$ cat src/rtl/fxy_pkg.sv
// Shared types and sizing for the fxy truth-table sweep controller.
package fxy_pkg;

  typedef enum logic [1:0] {
    IDLE   = 2'd0,
    DRIVE  = 2'd1,
    FINISH = 2'd2
  } state_e;

  localparam int N_VEC      = 4;
  localparam int RESULT_W   = 8;
  localparam int MAX_SETTLE = 15;
  localparam int SETTLE_W   = $clog2(MAX_SETTLE + 1);

endpackage

$ cat src/rtl/fxy_sweep_ctrl_if.sv
// Handshake and data bundle between the sweep controller and its environment.
// The environment (bench or top level) owns start/expected and the evaluator
// outputs s1/s2; the controller owns everything else.
interface fxy_sweep_ctrl_if;
  import fxy_pkg::*;

  logic                start;
  logic [RESULT_W-1:0] expected;
  logic                x;
  logic                y;
  logic                s1;
  logic                s2;
  logic                busy;
  logic                done;
  logic                pass;
  logic [RESULT_W-1:0] result;
  logic [N_VEC-1:0]    mismatch;

  modport master (
    output start, expected, s1, s2,
    input  x, y, busy, done, pass, result, mismatch
  );

  modport slave (
    input  start, expected, s1, s2,
    output x, y, busy, done, pass, result, mismatch
  );

endinterface

$ cat src/rtl/fxy_settle_timer.sv
// Settle counter: counts cycles while enabled, wraps to zero on terminal count.
// tc is only asserted while enabled so the caller can use it as a capture strobe.
module fxy_settle_timer
  import fxy_pkg::*;
#(
  parameter int SETTLE_CYCLES = 1
) (
  input  logic clk,
  input  logic reset,
  input  logic clear,
  input  logic enable,
  output logic tc
);

  logic [SETTLE_W-1:0] cnt_q, cnt_d;

  assign tc = enable && (cnt_q == SETTLE_W'(SETTLE_CYCLES - 1));

  // Next count: clear wins, otherwise count up and wrap at terminal count.
  always_comb begin
    cnt_d = cnt_q;
    if (clear) begin
      cnt_d = '0;
    end else if (enable) begin
      if (tc) begin
        cnt_d = '0;
      end else begin
        cnt_d = cnt_q + 1'b1;
      end
    end
  end

  // Count register with asynchronous reset.
  always_ff @(posedge clk or posedge reset) begin
    if (reset) begin
      cnt_q <= '0;
    end else begin
      cnt_q <= cnt_d;
    end
  end

endmodule

$ cat src/rtl/fxy_sweep_ctrl.sv
// Truth-table sweep controller: drives x/y through 00,01,10,11, holds each
// vector for SETTLE_CYCLES cycles, captures {s1,s2} at the end of each hold
// and compares against a snapshot of the golden table taken at start.
module fxy_sweep_ctrl
  import fxy_pkg::*;
#(
  parameter int SETTLE_CYCLES = 1
) (
  input  logic             clk,
  input  logic             reset,
  fxy_sweep_ctrl_if.slave  bus
);

  localparam int K_W = $clog2(N_VEC);

  state_e              state_q, state_d;
  logic [K_W-1:0]      k_q, k_d;
  logic [RESULT_W-1:0] snap_q, snap_d;
  logic [RESULT_W-1:0] result_q, result_d;
  logic [N_VEC-1:0]    mismatch_q, mismatch_d;
  logic                busy_q, busy_d;
  logic                done_q, done_d;
  logic                pass_q, pass_d;

  logic                settle_clear;
  logic                settle_en;
  logic                settle_tc;
  logic [1:0]          pair;

  // The timer only runs in DRIVE; holding it clear elsewhere guarantees every
  // sweep starts from a zero settle count.
  assign settle_clear = (state_q != DRIVE);
  assign settle_en    = (state_q == DRIVE);
  assign pair         = {bus.s1, bus.s2};

  fxy_settle_timer #(
    .SETTLE_CYCLES (SETTLE_CYCLES)
  ) u_settle (
    .clk    (clk),
    .reset  (reset),
    .clear  (settle_clear),
    .enable (settle_en),
    .tc     (settle_tc)
  );

  // Next-state and output computation for the three-state sweep FSM.
  always_comb begin
    state_d    = state_q;
    k_d        = k_q;
    snap_d     = snap_q;
    result_d   = result_q;
    mismatch_d = mismatch_q;
    busy_d     = busy_q;
    done_d     = 1'b0;
    pass_d     = pass_q;
    case (state_q)
      IDLE: begin
        if (bus.start) begin
          snap_d     = bus.expected;
          result_d   = '0;
          mismatch_d = '0;
          pass_d     = 1'b0;
          k_d        = '0;
          busy_d     = 1'b1;
          state_d    = DRIVE;
        end
      end
      DRIVE: begin
        if (settle_tc) begin
          result_d[{k_q, 1'b0} +: 2] = pair;
          mismatch_d[k_q] = (pair != snap_q[{k_q, 1'b0} +: 2]);
          if (k_q == K_W'(N_VEC - 1)) begin
            state_d = FINISH;
            done_d  = 1'b1;
            pass_d  = (mismatch_d == '0);
          end else begin
            k_d = k_q + 1'b1;
          end
        end
      end
      FINISH: begin
        state_d = IDLE;
        busy_d  = 1'b0;
        k_d     = '0;
      end
      default: begin
        state_d = IDLE;
        busy_d  = 1'b0;
        k_d     = '0;
      end
    endcase
  end

  // State and registered outputs, all cleared by asynchronous reset.
  always_ff @(posedge clk or posedge reset) begin
    if (reset) begin
      state_q    <= IDLE;
      k_q        <= '0;
      snap_q     <= '0;
      result_q   <= '0;
      mismatch_q <= '0;
      busy_q     <= 1'b0;
      done_q     <= 1'b0;
      pass_q     <= 1'b0;
    end else begin
      state_q    <= state_d;
      k_q        <= k_d;
      snap_q     <= snap_d;
      result_q   <= result_d;
      mismatch_q <= mismatch_d;
      busy_q     <= busy_d;
      done_q     <= done_d;
      pass_q     <= pass_d;
    end
  end

  assign bus.x        = k_q[1];
  assign bus.y        = k_q[0];
  assign bus.busy     = busy_q;
  assign bus.done     = done_q;
  assign bus.pass     = pass_q;
  assign bus.result   = result_q;
  assign bus.mismatch = mismatch_q;

endmodule

$ cat src/flat_wrapper.sv
// flat-port wrapper written by rule: the top's interface ports become plain ports
module fxy_sweep_ctrl_flat import fxy_pkg::*;
#(
  parameter int SETTLE_CYCLES = 1
)
  (clk, reset, bus_start, bus_expected, bus_s1, bus_s2, bus_x, bus_y, bus_busy, bus_done, bus_pass, bus_result, bus_mismatch);
  fxy_sweep_ctrl_if bus_i ();
  input  logic clk;
  input  logic reset;
  input wire logic [$bits(bus_i.start)-1:0] bus_start;
  input wire logic [$bits(bus_i.expected)-1:0] bus_expected;
  input wire logic [$bits(bus_i.s1)-1:0] bus_s1;
  input wire logic [$bits(bus_i.s2)-1:0] bus_s2;
  output wire logic [$bits(bus_i.x)-1:0] bus_x;
  output wire logic [$bits(bus_i.y)-1:0] bus_y;
  output wire logic [$bits(bus_i.busy)-1:0] bus_busy;
  output wire logic [$bits(bus_i.done)-1:0] bus_done;
  output wire logic [$bits(bus_i.pass)-1:0] bus_pass;
  output wire logic [$bits(bus_i.result)-1:0] bus_result;
  output wire logic [$bits(bus_i.mismatch)-1:0] bus_mismatch;
  assign bus_i.start = bus_start;
  assign bus_i.expected = bus_expected;
  assign bus_i.s1 = bus_s1;
  assign bus_i.s2 = bus_s2;
  assign bus_x = bus_i.x;
  assign bus_y = bus_i.y;
  assign bus_busy = bus_i.busy;
  assign bus_done = bus_i.done;
  assign bus_pass = bus_i.pass;
  assign bus_result = bus_i.result;
  assign bus_mismatch = bus_i.mismatch;
  fxy_sweep_ctrl #(.SETTLE_CYCLES(SETTLE_CYCLES)) u_core (.clk(clk), .reset(reset), .bus(bus_i));
endmodule
$ cat config.mk
export PLATFORM = sky130hd
export DESIGN_NAME = fxy_sweep_ctrl_flat
export DESIGN_NICKNAME = d
export VERILOG_FILES = /design/src/rtl/fxy_pkg.sv /design/src/rtl/fxy_sweep_ctrl_if.sv /design/src/rtl/fxy_settle_timer.sv /design/src/rtl/fxy_sweep_ctrl.sv /design/src/flat_wrapper.sv
export SDC_FILE = /design/constraint.sdc
export NUM_CORES = 1
export LEC_CHECK = 0
export CORE_MARGIN = 3
export CORE_UTILIZATION = 55
export DETAILED_ROUTE_END_ITERATION = 10
export DONT_BUFFER_PORTS = 1
export MAX_ROUTING_LAYER = met4
export PLACE_DENSITY = 0.84
export SETUP_SLACK_MARGIN = 0.5
export SYNTH_ARGS = -nofsm -noshare
export SYNTH_HDL_FRONTEND = slang
export SYNTH_SLANG_ARGS = --single-unit
$ cat constraint.sdc
create_clock -name clk -period 1.8 [get_ports clk]
set_clock_uncertainty 0.2 [all_clocks]
set_input_delay 0.27 -clock clk [delete_from_list [all_inputs] [get_ports clk]]
set_output_delay 0.27 -clock clk [all_outputs]
set_load 0.02 [all_outputs]
After elaboration in Yosys (flattened, before gate mapping)

Index checks and enable logic that the tools add are counted.

Shifts and indexed selects: 3
Equality and inequality tests: 8
Muxes and demuxes: 30
Add/sub/neg operators: 3
Multiply operators: 0
Bitwise operators: 1
Magnitude comparators: 2
Divide/modulo/power cells: 0
Reduce and logical (&&, ||, !) cells: 13

Operators with widths:

| operator              | number |
|---|---|
| $mux 4                | 5 |
| $mux 8                | 2 |
| $pmux 8 s2            | 1 |
| $mux 2                | 6 |
| $reduce_and 3->1      | 3 |
| $bwmux 8              | 1 |
| $logic_not 4->1       | 2 |
| $mux 1                | 8 |
| $pmux 2 s2            | 2 |
| $pmux 4 s2            | 1 |
| $shift 2x5->8 const A | 1 |
| $shiftx 2x5->8        | 1 |
| $shiftx 8x4->2        | 1 |
| $ne 2x1->1 const B    | 3 |
| $neg 3->5             | 1 |
| $add 4x1->4 const B   | 1 |
| $bwmux 4              | 1 |
| $ne 2x2->1 const B    | 2 |
| $pmux 1 s2            | 2 |
| $reduce_and 2->1      | 2 |
| $reduce_and 4->1      | 1 |
| $reduce_bool 2->1     | 2 |
| $lt 2x3->1 const B    | 1 |
| $add 2x1->2 const B   | 1 |
| other kinds (8)       | 9 |

Input port bits: 13
Bits in read-only memories: 0
Memories kept: 0
Latch bits: 0
Word-level logic and storage cells: 69
Bits in registers: 31
Output and inout port bits: 17
Bits in writable memories: 0

Longest topological paths before layout

Word-level depth: 9
Mapped depth: 7
Mapped depth without buffers: 7

Modules after synthesis

Synthesis repeated with hierarchy kept, for this count alone.

Cell total of the unflattened synthesis: 179
Area total of the unflattened synthesis: 1684.1 um2

Modules (own cells, without submodules):

| module           | area each (um2) | times used | cells an instance |
|---|---|---|---|
| fxy_sweep_ctrl   | 1426.4          | 1          | 154 |
| fxy_settle_timer | 257.7           | 1          | 25 |

Worst setup path after synthesis

OpenSTA, ideal clock, no wires.

Path kind: register to register
Start point: reg u_core.k_q[0]
End point: reg u_core.result_q[0], in the netlist u_core.bus.result[0]
Setup time: 0.079 ns
Data required time: 1.521 ns
Stages on the path, launching flop included: 8
Arrival time: 1.676 ns
Slack: -0.155 ns
Cell sequence: dfrtp_1 -> buf_6 -> inv_1 -> ha_1 -> nand2b_1 -> nor4_1 -> nand2_1 -> mux2i_1

Word-level cells in the longest chain between the ends: 5
Elaborated cells on any way between the ends: 6
Those cells by class: add/sub: 1; shift: 2; mux: 3

Ends and longest elaborated chain:

| element                                                | line                  | text |
|---|---|---|
| start, declared                                        | fxy_sweep_ctrl.sv:17  | `logic [K_W-1:0] k_q, k_d;` |
| start signal, assigned                                 | fxy_sweep_ctrl.sv:107 | `k_q <= k_d;` |
| $neg 3->5 *                                            | fxy_sweep_ctrl.sv:70  | `result_d[{k_q, 1'b0} +: 2] = pair;` |
| $shiftx 2x5->8 / $shift 2x5->8 (equally long branches) | fxy_sweep_ctrl.sv:70  |  |
| $bwmux 8 *                                             | fxy_sweep_ctrl.sv:70  |  |
| $mux 8 *                                               | fxy_sweep_ctrl.sv:69  | `if (settle_tc) begin` |
| $pmux 8 s2 *                                           | fxy_sweep_ctrl.sv:56  | `case (state_q)` |
| end signal, assigned                                   | fxy_sweep_ctrl.sv:109 | `result_q <= result_d;` |
| end, declared                                          | fxy_sweep_ctrl.sv:19  | `logic [RESULT_W-1:0] result_q, result_d;` |

Mark *: on every way between the ends. The rest lies on a longest branch, timed or not. The select of a mux whose other input is x is not followed.
A chain may end at the register's enable or synchronous reset.

Final worst setup path

Start point: reg u_core.u_settle.cnt_q[0]
End point: reg u_core.mismatch_q[2], in the netlist u_core.bus.mismatch[2]

Word-level cells in the longest chain between the ends: 4

Ends and longest elaborated chain:

| element                    | line                   | text |
|---|---|---|
| start, declared            | fxy_settle_timer.sv:15 | `logic [SETTLE_W-1:0] cnt_q, cnt_d;` |
| start signal, assigned     | fxy_settle_timer.sv:38 | `cnt_q <= cnt_d;` |
| $logic_not 4->1            | fxy_settle_timer.sv:17 | `assign tc = enable && (cnt_q == SETTLE_W'(SETTLE_CYCLES - 1));` |
| $logic_and 1x1->1          | fxy_settle_timer.sv:17 |  |
| $ne 2x1->1 (no line)       | --                     |  |
| $reduce_and 3->1 (no line) | --                     |  |
| end signal, assigned       | fxy_sweep_ctrl.sv:110  | `mismatch_q <= mismatch_d;` |
| end, declared              | fxy_sweep_ctrl.sv:20   | `logic [N_VEC-1:0] mismatch_q, mismatch_d;` |

Every way passes these cells.

==> impl_results.md <==
* Status: finished, violations left
* Violations in the final reports: setup timing
* Die span in x at between 60 and 70 µm
* Gr usage total at between 20% and 30%
* FP Rows at 19
* Clock sinks at 31
* Synthesized flop and latch total at 31
* CTS tree: done
* Setup violations, final at 13
* Starting Density at ~58%
* Layout cells sized above 1 at 37.0%
* Die height at ~61 µm
* Min Hold Slack at between 0.008 and 0.009 ns
* Critical Path, Cell by Cell: inv_1 -> ha_1 -> nor3b_4 -> buf_4 -> nand2_1 -> nor2_1 -> o2bb2ai_2 -> a22o_1
* Initial antenna violation count at 0
* Hold Fails Final Rpt at 0
* Syn_area_per_cell at between 10 and 15 µm²
* Slowest stage delay, CP at ~0.41 ns
* Syn nets at about 170
* Crit path capture type: flip-flop
* Post-DP HPWL at 2.40 mm
* Reg2Reg Depth at 8
* First-pass GRT wire length at about 6.1 mm
* RR Startpoint: u_core.u_settle.cnt_q[0]$_DFF_PP0_
* Highest clock rate at 0.517 GHz
* H-tree Lvls at 2
* Worst-Skew Late Latency at between 0.3 and 0.4 ns
* Post-synthesis sequential area ratio at between 40% and 50%
* Period utilization at 107%
* Core footprint at ~2800 µm²
* Sum Neg Setup Slack at -1.03 ns
* Largest net degree at the start of global routing at 32
* Max FO, Critical Path at 5
* CTS Buf Count at 5
* Yosys cell types at 35
* Vias in the first global route at approximately 1300
* Hold Buf Count CTS at 11
* Pre-antenna DRT Iters at 4
* Slew margin rel. at 74.3%
* 1st-iter DRT viols at 48
* Setup CP Type: reg -> reg
* Slowest cell on the critical path: dfrtp_1
* Clock buffer depth at 2
* I/O Pins at 30
* Port Buffer Count at 0
* Post-route ant nets at 0
* CP Capture Point: u_core.bus.mismatch[2]$_DFFE_PP0P_
* Pwr/cell area at roughly 1700 nW/µm²
* DR vias/cell at about 5.7
* Nets@finish at around 200
* Reg2Reg Setup Slack at -0.13 ns
* Final Routed Wirelength at 4.02 mm
* Wire per inst at 18.7 µm
* Hold path depth at 3
* Unrepaired setup endpoints after global routing: true
* Antenna cell count at 0
* Worst setup startpoint: u_core.u_settle.cnt_q[0]$_DFF_PP0_
* Die area at between 3000 and 4000 µm²
* Synth Instances at 151
* Worst R2R End: u_core.bus.mismatch[2]$_DFFE_PP0P_
* Post-route setup slack at -0.135 ns
* Startpoint Class: flip-flop
* Final min period at 1.93 ns
* Gr ovfl total at 0
* Worst-path clk slew at roughly 0.11 ns
* # DRC at 0
* Worst Path Required at 1.87 ns
* Worst Tran Pin Value at ~0.39 ns
* Data arrival time of the critical path at about 2.0 ns
* Max-slew violations at 0
* Mapped cell area at approximately 1600 µm²
* Total leakage power at ~1 nW
* Area Growth Syn to Fin at 33.3%
* Vias at roughly 1200
* RD Place Congestion at between 0.7 and 0.8
* Hold WC Path Type: in -> reg
* Synth Warn # at 0
* Peak supply drop at around 1200 µV
* Max-cap viol count at 0
* Clock Tree Root: clkbuf_4
metal layers:
| layer | vias to the layer above | global-route usage, % | part of all wire (%) |
|---|---|---|---|
| li1 | 570 | - | - |
| met4 | 0 | 12.7 | 2.2 |
| met5 | - | - | 0 |
| met1 | 615 | 26.2 | 39 |
| met3 | 10 | 8.94 | 5.7 |
| met2 | 39 | 38.2 | 53 |
through the flow:
step	instance area [µm²]	setup slack, ns	utilization [%]	power (mW)	std cells
after floorplan	1750	0.0165	-	2.51	151
after global routing	2180	-0.232	77.8	3.99	215
after CTS	2100	-0.0758	75.0	3.56	210
after global placement	1820	0.0466	64.8	2.75	185
final	2180	-0.135	77.8	3.80	215
after detailed placement	1820	-0.0488	64.8	2.81	185
flip-flops by register name, summed over array words and instances, names as in the netlist:
register,count
u_core.u_settle.cnt_q,4
u_core.bus.pass,1
u_core.bus.mismatch,4
u_core.k_q,2
u_core.bus.done,1
u_core.bus.result,8
u_core.bus.busy,1
u_core.snap_q,8
u_core.state_q,2
synthesized netlist by cell type:
library cell	n	area, µm²
dfrtp_1	31	776
inv_1	17	63.8
mux2i_1	12	120
nand2_1	12	45.0
ha_1	10	125
nor2_1	9	33.8
mux2_2	8	90.1
a22o_1	4	35.0
nand2b_1	4	25.0
o21a_1	4	30.0
xnor2_1	4	35.0
a21oi_1	3	15.0
nor3_1	3	15.0
o21ai_0	3	15.0
and4_1	2	17.5
buf_2	2	10.0
clkbuf_1	2	7.51
nand3_1	2	10.0
nor4_1	2	12.5
xor2_1	2	17.5
a21o_1	1	7.51
a21oi_4	1	16.3
a222oi_1	1	10.0
a22oi_1	1	7.51
and2_1	1	6.26
buf_6	1	11.3
nand2_2	1	6.26
nor2_2	1	6.26
nor2b_1	1	6.26
nor3b_1	1	7.51
nor3b_4	1	18.8
o21ai_1	1	5.00
o21ai_2	1	8.76
o22ai_1	1	6.26
o2bb2ai_2	1	15.0
what timing repair did:
item | 4_1_cts | 5_1_grt
endpoints found under the hold margin | 48 | 1
gates resized for setup | 11 | 14
pin swaps | 3 | 2
endpoints found under the setup margin | 35 | 43
buffers inserted | 6 | 5
final cells by class:
class | instances | area, µm²
Timing Repair Buffer | 30 | 293
Fill cell | 172 | 622
Sequential cell | 31 | 788
Clock inverter | 2 | 35.0
Multi-Input combinational cell | 98 | 906
Clock buffer | 6 | 51.3
Tap cell | 31 | 38.8
Inverter | 17 | 71.3
kinds of logic after synthesis:
| family | after synthesis | synth area share [%] |
|---|---|---|
| compound gates | 22 | 10.5 |
| xor+xnor | 6 | 3.21 |
| fa+ha+maj | 10 | 7.64 |
| buf+inv | 22 | 5.65 |
| flops | 31 | 47.4 |
| mux | 20 | 12.8 |
| simple gates | 40 | 12.8 |
layout by cell type (no fill, tap or decap), types with 3 or more instances in the layout:
cell type       n
xnor2_1         4
dfrtp_1        21
dlygate4sd3_1  11
mux2i_1        12
inv_1          15
buf_4          14
nand2_1        11
a22o_1          4
dfrtp_2        10
o21a_1          4
mux2_4          8
o21ai_0         3
ha_4            3
nor2_1          8
clkbuf_4        5
ha_1            6
how the worst min path moves through the flow:
stage                     startpoint  slack [ns]                          end
after CTS                  bus_start       -0.08  u_core.bus.busy$_DFFE_PP0P_
after floorplan                reset        0.17  u_core.bus.busy$_DFFE_PP0P_
after detailed placement       reset        0.06    u_core.bus.done$_DFF_PP0_
final                      bus_start       0.009  u_core.bus.busy$_DFFE_PP0P_
after global placement         reset        0.05    u_core.bus.done$_DFF_PP0_
after global routing       bus_start       0.007  u_core.bus.busy$_DFFE_PP0P_
critical path, delay by kind of cell, from the launching register on:
kind / cells / cell delay [ns]
simple gates: 3 / 0.49
flops: 1 / 0.41
compound gates: 2 / 0.35
buf+inv: 2 / 0.26
fa+ha+maj: 1 / 0.15
power by group:
group / internal [mW] / switching [mW]
registers: 0.919 / 0.299
clock network: 0.328 / 0.250
logic: 0.996 / 1.01
total: 2.24 / 1.56
Note: power is estimated with default switching activity, not from simulation.
